File: src/rtl/a2d_arb.sv
// ---------------------------------------------------------------------------
// a2d_arb -- round-robin arbiter / sequencer for the shared SPI A2D converter
//
// Up to NUM_REQ requesters share one converter. The winner's channel is
// latched onto chnnl. After SETTLE_CYC cycles of mux settling, one strt_cnv
// pulse is issued. On cnv_cmplt the 12-bit result is captured and the winner
// receives a one-cycle done pulse. The last served index becomes the
// round-robin pointer, so the search for the next winner begins just after it.
//
// Optional feature macro: A2D_ARB_TIMEOUT_EN
//   defined   : CONV gives up after TIMEOUT_CYC cycles and pulses err[winner]
//   undefined : CONV waits forever for cnv_cmplt; err is tied low
//
// Parameters
//   NUM_REQ      number of requesters (2..8)
//   SETTLE_CYC   mux settle cycles before strt_cnv (0 = none)
//   TIMEOUT_CYC  CONV cycles before timeout (macro build only)
//
// Ports
//   clk        in   system clock, rising edge
//   rst        in   synchronous active-high reset
//   req        in   [NUM_REQ]   level request per requester
//   req_chnnl  in   [3*NUM_REQ] channel of requester i on [3i+2:3i]
//   gnt        out  [NUM_REQ]   one-hot grant, grant through done/err
//   done       out  [NUM_REQ]   one-cycle pulse when result is valid
//   err        out  [NUM_REQ]   one-cycle pulse on conversion timeout
//   result     out  [12]        last captured conversion result
//   busy       out              high whenever not IDLE
//   strt_cnv   out              one-cycle conversion start to A2D interface
//   chnnl      out  [3]         channel select to A2D interface
//   cnv_cmplt  in               conversion complete from A2D interface
//   res        in   [12]        conversion result, valid with cnv_cmplt
// ---------------------------------------------------------------------------
module a2d_arb #(
   parameter int NUM_REQ     = 3,
   parameter int SETTLE_CYC  = 16,
   parameter int TIMEOUT_CYC = 4096
) (
   input  logic                   clk,
   input  logic                   rst,
   input  logic [NUM_REQ-1:0]     req,
   input  logic [3*NUM_REQ-1:0]   req_chnnl,
   output logic [NUM_REQ-1:0]     gnt,
   output logic [NUM_REQ-1:0]     done,
   output logic [NUM_REQ-1:0]     err,
   output logic [11:0]            result,
   output logic                   busy,
   output logic                   strt_cnv,
   output logic [2:0]             chnnl,
   input  logic                   cnv_cmplt,
   input  logic [11:0]            res
);

   localparam int IDX_W = $clog2(NUM_REQ);
   // A zero-cycle settle never enters SETTLE; keep a 1-bit counter so the
   // declaration stays legal.
   localparam int SC_W  = (SETTLE_CYC > 0) ? $clog2(SETTLE_CYC + 1) : 1;
   localparam logic [SC_W-1:0]  SC_LAST = SC_W'((SETTLE_CYC > 0) ? SETTLE_CYC - 1 : 0);
   localparam logic [IDX_W-1:0] PTR_RST = IDX_W'(NUM_REQ - 1);

`ifdef A2D_ARB_TIMEOUT_EN
   localparam int TO_W = $clog2(TIMEOUT_CYC + 1);
   localparam logic [TO_W-1:0] TO_LAST = TO_W'(TIMEOUT_CYC - 1);
`endif

   typedef enum logic [1:0] {
      S_IDLE,
      S_SETTLE,
      S_CONV
   } state_t;

   state_t              state_q, state_d;
   logic [NUM_REQ-1:0]  gnt_q, gnt_d;
   logic [NUM_REQ-1:0]  done_q, done_d;
   logic [11:0]         result_q, result_d;
   logic                strt_q, strt_d;
   logic [2:0]          chnnl_q, chnnl_d;
   logic [IDX_W-1:0]    ptr_q, ptr_d;
   logic [IDX_W-1:0]    win_q, win_d;
   logic [SC_W-1:0]     scnt_q, scnt_d;
   logic [IDX_W:0]      pick;

`ifdef A2D_ARB_TIMEOUT_EN
   logic [NUM_REQ-1:0]  err_q, err_d;
   logic [TO_W-1:0]     tcnt_q, tcnt_d;
`else
   logic                unused_to;
   assign unused_to = (TIMEOUT_CYC == 0);
`endif

   // Round-robin search starting one past the last served index.
   // Returns {found, index}.
   function automatic logic [IDX_W:0] rr_pick(input logic [NUM_REQ-1:0] r,
                                              input logic [IDX_W-1:0]   last);
      logic             found;
      logic [IDX_W-1:0] idx;
      int               cand;
      found = 1'b0;
      idx   = last;
      for (int k = 1; k <= NUM_REQ; k++) begin
         cand = int'(last) + k;
         if (cand >= NUM_REQ) begin
            cand = cand - NUM_REQ;
         end
         if (!found && r[cand[IDX_W-1:0]]) begin
            found = 1'b1;
            idx   = cand[IDX_W-1:0];
         end
      end
      return {found, idx};
   endfunction

   function automatic logic [2:0] chan_of(input logic [3*NUM_REQ-1:0] chv,
                                          input logic [IDX_W-1:0]     idx);
      logic [2:0] c;
      c = 3'd0;
      for (int i = 0; i < NUM_REQ; i++) begin
         if (idx == IDX_W'(i)) begin
            c = chv[3*i +: 3];
         end
      end
      return c;
   endfunction

   function automatic logic [NUM_REQ-1:0] onehot(input logic [IDX_W-1:0] idx);
      logic [NUM_REQ-1:0] oh;
      oh = '0;
      for (int i = 0; i < NUM_REQ; i++) begin
         oh[i] = (idx == IDX_W'(i));
      end
      return oh;
   endfunction

   assign pick = rr_pick(req, ptr_q);

   always_ff @(posedge clk) begin
      if (rst) begin
         state_q  <= S_IDLE;
         gnt_q    <= '0;
         done_q   <= '0;
         result_q <= 12'h000;
         strt_q   <= 1'b0;
         chnnl_q  <= 3'd0;
         ptr_q    <= PTR_RST;
         win_q    <= PTR_RST;
         scnt_q   <= '0;
`ifdef A2D_ARB_TIMEOUT_EN
         err_q    <= '0;
         tcnt_q   <= '0;
`endif
      end else begin
         state_q  <= state_d;
         gnt_q    <= gnt_d;
         done_q   <= done_d;
         result_q <= result_d;
         strt_q   <= strt_d;
         chnnl_q  <= chnnl_d;
         ptr_q    <= ptr_d;
         win_q    <= win_d;
         scnt_q   <= scnt_d;
`ifdef A2D_ARB_TIMEOUT_EN
         err_q    <= err_d;
         tcnt_q   <= tcnt_d;
`endif
      end
   end

   always_comb begin
      state_d  = state_q;
      gnt_d    = gnt_q;
      done_d   = '0;
      result_d = result_q;
      strt_d   = 1'b0;
      chnnl_d  = chnnl_q;
      ptr_d    = ptr_q;
      win_d    = win_q;
      scnt_d   = '0;
`ifdef A2D_ARB_TIMEOUT_EN
      err_d    = '0;
      tcnt_d   = '0;
`endif

      case (state_q)
         S_IDLE: begin
            if (pick[IDX_W]) begin
               win_d   = pick[IDX_W-1:0];
               gnt_d   = onehot(pick[IDX_W-1:0]);
               chnnl_d = chan_of(req_chnnl, pick[IDX_W-1:0]);
               if (SETTLE_CYC == 0) begin
                  strt_d  = 1'b1;
                  state_d = S_CONV;
               end else begin
                  state_d = S_SETTLE;
               end
            end
         end

         S_SETTLE: begin
            scnt_d = scnt_q + SC_W'(1);
            if (scnt_q == SC_LAST) begin
               strt_d  = 1'b1;
               state_d = S_CONV;
            end
         end

         S_CONV: begin
            // strt_q is high only in the first CONV cycle; a completion in
            // that cycle cannot belong to the conversion just started.
            if (!strt_q && cnv_cmplt) begin
               result_d = res;
               done_d   = gnt_q;
               gnt_d    = '0;
               ptr_d    = win_q;
               state_d  = S_IDLE;
            end
`ifdef A2D_ARB_TIMEOUT_EN
            else if (tcnt_q == TO_LAST) begin
               err_d   = gnt_q;
               gnt_d   = '0;
               ptr_d   = win_q;
               state_d = S_IDLE;
            end else begin
               tcnt_d = tcnt_q + TO_W'(1);
            end
`endif
         end

         default: begin
            state_d = S_IDLE;
         end
      endcase
   end

   assign gnt      = gnt_q;
   assign done     = done_q;
   assign result   = result_q;
   assign strt_cnv = strt_q;
   assign chnnl    = chnnl_q;
   assign busy     = (state_q != S_IDLE);
`ifdef A2D_ARB_TIMEOUT_EN
   assign err      = err_q;
`else
   assign err      = '0;
`endif

endmodule
File: config.mk
export PLATFORM = sky130hd
export DESIGN_NAME = a2d_arb
export DESIGN_NICKNAME = d
export VERILOG_FILES = /design/src/rtl/a2d_arb.sv
export SDC_FILE = /design/constraint.sdc
export NUM_CORES = 1
export LEC_CHECK = 0
export BUFFER_PORTS_ARGS = -buffer_cell sky130_fd_sc_hd__buf_2
export CAP_MARGIN = 10
export CORE_MARGIN = 3
export CORE_UTILIZATION = 35
export DETAILED_ROUTE_END_ITERATION = 6
export GPL_ROUTABILITY_DRIVEN = 0
export HOLD_SLACK_MARGIN = 0.06
export SYNTH_ARGS = -nofsm -noshare
export SYNTH_HDL_FRONTEND = slang
export SYNTH_SLANG_ARGS = --single-unit
File: constraint.sdc
create_clock -name clk -period 2.2 [get_ports clk]
set_input_delay 0.22 -clock clk [delete_from_list [all_inputs] [get_ports clk]]
set_output_delay 0.22 -clock clk [all_outputs]
set_load 0.03 [all_outputs]
==> results.ini, run 1 <==
[outcome]
status = finished, final reports clean

[global_routing]
grt_pass1_wl_um = 5370
grt_max_degree = 27
grt_pass1_vias = 1209
grtUsageTotal = 0.134
antenna_found_initial = 0
grt-ovfl-total = 0

[yosys]
avgSynthCellArea_um2 = 8.45
ys_async_sr_fraction = 0
yosys.area.top_type = dfxtp_1
yosys-top-cells-area = dfxtp_1 (43%), nand2_1 (8.8%), a21oi_1 (6.5%)
ys_seq_area_frac = 0.430
synth_edf_count = 0
synth_cell_types = 38
ys.flop_type = dfxtp_1
synth_top_cell_area_share = 0.430
ys_seq_elements = 33
postSynthCellCount = 182
syn_area_um2 = 1540
ys_warn_count = 0

[power]
p_leak_nw = 0.898
clkPwrFrac = 0.390
powerDensity_nw_per_um2 = 631
p_comb_frac = 0.123
peakVddDrop_uv = 258
sw_frac_of_total = 0.247
seqPwrFrac = 0.488
p_int_mw = 0.958
power.switching_mw = 0.315

[sta]
tns_ns = 0
fmax_mhz = 475
slew_violations = 0
slew_headroom = 0.551
worstMarginPinSlew_ns = 0.673
finalHoldViolCount = 0
whs_ns = 0.167
skew_ns = 0.00568
finalCriticalPeriod_ns = 2.10
fin_ws_ns = 0.0954
rsz0062_at_grt = no
fin_crit_sh = 0.957
setup_viol = 0

[critical_path]
required_ns = 2.36
crit_path_start = ptr_q[1]$_SDFFE_PP1P_
reg2reg_from = ptr_q[1]$_SDFFE_PP1P_
start_kind = flip-flop
cp.depth = 8
crit_fanout = 4
worstPathCellList = buf_4 -> ha_2 -> a22o_1 -> or3_4 -> a31oi_4 -> mux2_4 -> nand2_1 -> a311oi_2
crit_buf_inv = 1
worstRegToRegCells = 8
r2r_setup_slack_ns = 0.1
crit_end = chnnl[2]$_SDFFE_PP0P_
cp_top_family = compound AO/OA/AOI/OAI gates
crit_path_max_incr_delay_ns = 0.41
r2r_end = chnnl[2]$_SDFFE_PP0P_
critical_path_class = reg -> reg
arrival_ns = 2.26
slowest_stage = or3_4
endpoint_kind = flip-flop

[clock_tree]
holdBufCountCts = 0
clock_latency_ns = 0.29
cts.root.buffer_cell = clkbuf_8
cts_tree = built
cts.sinks = 33
cts_buffer_depth = 2
clkTransAtPathRegs_ns = 0.07
cts_buffers = 5
htreeDepth = 2

[floorplanning]
placementRows = 23
die_area_um2 = 5230
coreArea_um2 = 4120
io_pins = 53
die_w_um = 72.3
die_y_um = 72.3
initial_core_util = 0.374

[drt]
drt_wl_total_um = 3430
drt-initial-drc-count = 39
postRouteAntennaNets = 0
via_per_inst = 4.81
via_count = 1405
dr.pass1.iters = 4
drc = 0
routedWlPerCell_um = 11.7

[min_path]
hold_class = in -> reg

[layout]
final_common_cell = buf_2
final_cell_mix = buf_2 (49), nand2_1 (35), dfxtp_1 (31)
diodes = 0
n_fill_cell = 430
nets = 273
drive_gt1_frac = 0.372
fin_cells = 292
syn2layout_area_growth_pct = 31.2

[place]
place_ws_ns = -0.0160
hpwl_um = 2470
dp_cells = 282
port_buffers = 49

[run]
maxCapViolCount = 0

==> area by class of cell <==
cell class / count / area [µm²] / share of cell area
Inverter: 6 / 22.5 / 0.0112
Clock buffer: 7 / 96.3 / 0.0477
Timing Repair Buffer: 62 / 343 / 0.170
Multi-Input combinational cell: 133 / 823 / 0.408
Clock inverter: 1 / 5.00 / 0.00248
Sequential cell: 33 / 666 / 0.330
Tap cell: 50 / 62.6 / 0.0310
==> synth_stat cells (all sizes together) (2+ instances only) <==
master / count
nand2: 36
dfxtp: 33
a21oi: 20
nor2: 14
nand3: 11
clkbuf: 7
inv: 6
buf: 5
ha: 5
nand2b: 5
nor2b: 4
o21ai: 4
a311oi: 3
a31oi: 3
and2: 3
mux2: 3
and3: 2
mux2i: 2
==> worst min-delay path by stage <==
stage | startpoint | to | slack, ns | depth (start not counted)
2_1_floorplan | res[5] | result[5]$_SDFFE_PP0P_ | 0.36 | 2
5_1_grt | res[9] | result[9]$_SDFFE_PP0P_ | 0.17 | 3
3_3_place_gp | scnt_q[0]$_SDFF_PP0_ | scnt_q[0]$_SDFF_PP0_ | 0.43 | 1
4_1_cts | res[6] | result[6]$_SDFFE_PP0P_ | 0.16 | 3
3_5_place_dp | scnt_q[0]$_SDFF_PP0_ | scnt_q[0]$_SDFF_PP0_ | 0.44 | 1
6_report | res[6] | result[6]$_SDFFE_PP0P_ | 0.17 | 3
==> power groups by stage <==
| stage | Sequential (mW) | Clock, mW | Combinational (mW) |
|---|---|---|---|
| after floorplan | 0.652 | 0 | 0.0838 |
| after global placement | 0.635 | 0 | 0.148 |
| after detailed placement | 0.635 | 0 | 0.149 |
| after CTS | 0.622 | 0.515 | 0.149 |
| after global routing | 0.622 | 0.542 | 0.171 |
| final | 0.621 | 0.496 | 0.156 |
==> cell families after synthesis <==
group / synth area share
XOR/XNOR: 0.0114
AO/OA/AOI/OAI: 0.184
AND/OR/NAND/NOR: 0.241
adder cells (fa/ha/maj): 0.0407
multiplexers: 0.0350
buffers and inverters: 0.0561
flip-flops: 0.430
other: 0.00244
==> flip-flops by register name (all words and copies together) (netlist names) <==
| signal | cells |
|---|---|
| gnt | 3 |
| strt_cnv | 1 |
| chnnl | 3 |
| ptr_q | 2 |
| result | 12 |
| done | 3 |
| state_q | 2 |
| scnt_q | 5 |
| win_q | 2 |
==> metal layers <==
metal,up-vias,track usage,part of all wire
met1,637,0.167,0.46
li1,728,-,-
met3,6,0.0429,0.063
met5,-,0,0
met2,34,0.202,0.46
met4,0,0.0752,0.017
==> stage by stage <==
step                power (mW)  area [µm²]   util
finish                    1.27        2020  0.490
global route              1.33        2020  0.490
CTS                       1.29        1970  0.480
detailed placement       0.784        1870  0.455
global placement         0.783        1870  0.455
floorplan                0.736        1550      -
==> worst reg2reg max path, cell delays in order, from the launching register on <==
cell and delay (ns):
dfxtp_2 0.33, buf_4 0.13, ha_2 0.17, a22o_1 0.19, or3_4 0.41, a31oi_4 0.26
mux2_4 0.33, nand2_1 0.08, a311oi_2 0.08
==> timing repair <==
action                                  in CTS  in global routing
pin swaps                                    1                  2
hold endpoints to repair                     0                  0
setup buffers                                0                  2
gates resized for setup                      1                 13
endpoints found under the setup margin       3                  6
Power figures use the tool's default switching activity.
==> run 2: changes to the inputs <==
==> constraint.sdc (replaced) <==
create_clock -name clk -period 2.2 [get_ports clk]
set_input_delay 0.44 -clock clk [delete_from_list [all_inputs] [get_ports clk]]
set_output_delay 0.44 -clock clk [all_outputs]
set_load 0.03 [all_outputs]
==> results.ini, run 2 (synthesis results as in run 1) <==
[outcome]
status = finished, final reports clean

[clock_tree]
cts_buffers = 5  ; unchanged
cts.sinks = 33  ; unchanged
cts.root.buffer_cell = clkbuf_8
cts_tree = built
holdBufCountCts = 0  ; unchanged
clock_latency_ns = 0.28  ; about the same
htreeDepth = 2  ; unchanged
cts_buffer_depth = 2  ; unchanged
clkTransAtPathRegs_ns = 0.07  ; about the same

[layout]
regArea_um2 = 663  ; -0.38%
utilization = 0.494  ; +0.00334
final_cell_mix = buf_2 (49), nand2_1 (36), dfxtp_1 (31)
final_cell_area_um2 = 2030  ; +0.68%
drive_gt1_frac = 0.348  ; -0.0235
diodes = 0  ; unchanged
nets = 275  ; +0.73%
n_fill_cell = 433  ; +0.70%
final_common_cell = buf_2
syn2layout_area_growth_pct = 32.1
multi_input_area_um2 = 810  ; -1.7%
largest_reg_flops = 12  ; unchanged

[drt]
via_count = 1399  ; -0.43%
drt_wl_total_um = 3340  ; -2.6%
via_per_inst = 4.76  ; -1.1%
postRouteAntennaNets = 0  ; unchanged
routedWlPerCell_um = 11.4  ; -3.2%
dr.pass1.iters = 4  ; unchanged
drc = 0  ; unchanged
drt-initial-drc-count = 40  ; +2.6%

[sta]
finalHoldViolCount = 0  ; unchanged
slew_violations = 0  ; unchanged
worstMarginPinSlew_ns = 0.501  ; -0.172 ns
whs_ns = 0.386  ; +0.218 ns
skew_ns = 0.00347  ; -0.00221 ns
fin_crit_sh = 0.958  ; +0.00124
setup_viol = 0  ; unchanged
finalCriticalPeriod_ns = 2.11  ; +0.00272 ns
fmax_mhz = 475  ; -0.13%
slew_headroom = 0.666  ; +0.115
tns_ns = 0  ; unchanged
fin_ws_ns = 0.0926  ; -0.00272 ns

[power]
p_leak_nw = 0.918  ; +2.2%
powerDensity_nw_per_um2 = 670  ; +6.2%
power.switching_mw = 0.316  ; +0.22%
p_comb_frac = 0.114  ; -0.009
p_int_mw = 1.05  ; +9.1%
seqPwrFrac = 0.457  ; -0.031
clkPwrFrac = 0.429  ; +0.039
sw_frac_of_total = 0.232  ; -0.0155
peakVddDrop_uv = 350  ; +35%

[floorplanning]
die_w_um = 72.3  ; unchanged
initial_core_util = 0.374  ; unchanged
placementRows = 23  ; unchanged
die_y_um = 72.3  ; unchanged
coreArea_um2 = 4120  ; unchanged
die_area_um2 = 5230  ; unchanged
io_pins = 53  ; unchanged

[critical_path]
crit_fanout = 5  ; +1
endpoint_kind = flip-flop
critical_path_class = reg -> reg
crit_buf_inv = 1  ; unchanged
cp_top_family = compound AO/OA/AOI/OAI gates
required_ns = 2.35  ; about the same
worstPathCellList = inv_2 -> ha_1 -> a22o_1 -> or3_4 -> a31oi_4 -> mux2_4 -> nand2_1 -> a311oi_2
crit_path_max_incr_delay_ns = 0.39  ; -0.02 ns
start_kind = flip-flop
slowest_stage = or3_4
arrival_ns = 2.26  ; about the same

[place]
dpl_cell_area_um2 = 1890  ; +0.80%
port_buffers = 49  ; unchanged
hpwl_um = 2520  ; +2.0%
place_ws_ns = -0.0247  ; -0.00866 ns

[global_routing]
antenna_found_initial = 0  ; unchanged
grt_max_degree = 27  ; unchanged
grtUsageTotal = 0.126  ; -0.00717
grt_pass1_wl_um = 5220  ; -2.8%
grt-ovfl-total = 0  ; unchanged
grt_pass1_vias = 1203  ; -0.50%

[run]
maxCapViolCount = 0  ; unchanged

[min_path]
hold_class = in -> reg

run 2: final cells by class:
cell class / instances / area share
multi-input combinational: 133 / 0.398
tap: 50 / 0.0308
sequential: 33 / 0.326
inverter: 6 / 0.0111
clock inverter: 1 / 0.0148
clock buffer: 7 / 0.0425
timing repair buffer: 64 / 0.176
run 2: power groups by stage:
stage | Combinational (mW) | Sequential [mW] | Clock (mW)
after CTS | 0.151 | 0.622 | 0.600
after global placement | 0.150 | 0.634 | 0
final | 0.155 | 0.622 | 0.584
after global routing | 0.169 | 0.623 | 0.620
after detailed placement | 0.150 | 0.635 | 0
after floorplan | 0.0838 | 0.652 | 0
run 2: through the flow:
stage,instances,total power [mW]
floorplan,184,0.736
detailed placement,284,0.786
global route,294,1.41
finish,294,1.36
global placement,284,0.784
CTS,292,1.37
run 2: worst paths after layout:
kind | start | to | slack (ns) | depth (start not counted)
worst max-delay path | ptr_q[0]$_SDFFE_PP0P_ | chnnl[2]$_SDFFE_PP0P_ | 0.09 | 8
worst min-delay path | res[9] | result[9]$_SDFFE_PP0P_ | 0.39 | 3
worst max register to register | ptr_q[0]$_SDFFE_PP0P_ | chnnl[2]$_SDFFE_PP0P_ | 0.09 | 8
worst min register to register | scnt_q[0]$_SDFF_PP0_ | scnt_q[0]$_SDFF_PP0_ | 0.45 | 1
run 2: timing repair:
item	4_1_cts	5_1_grt
setup endpoints to repair	3	6
pin swaps	1	1
setup buffers	0	2
resized for setup	1	6
run 2: worst reg2reg max path, cell delays in order, from the launching register on:
cell	delay (ns)
dfxtp_2	0.37
inv_2	0.06
ha_1	0.21
a22o_1	0.20
or3_4	0.39
a31oi_4	0.26
mux2_4	0.33
nand2_1	0.08
a311oi_2	0.08
run 2: routing by layer:
metal  global-route usage  part of all wire  vias up
li1                     -                 -      734
met1                0.157              0.47      621
met2                0.197              0.45       36
met3               0.0471             0.064        8
met4               0.0501             0.019        0
met5                    0                 0        -
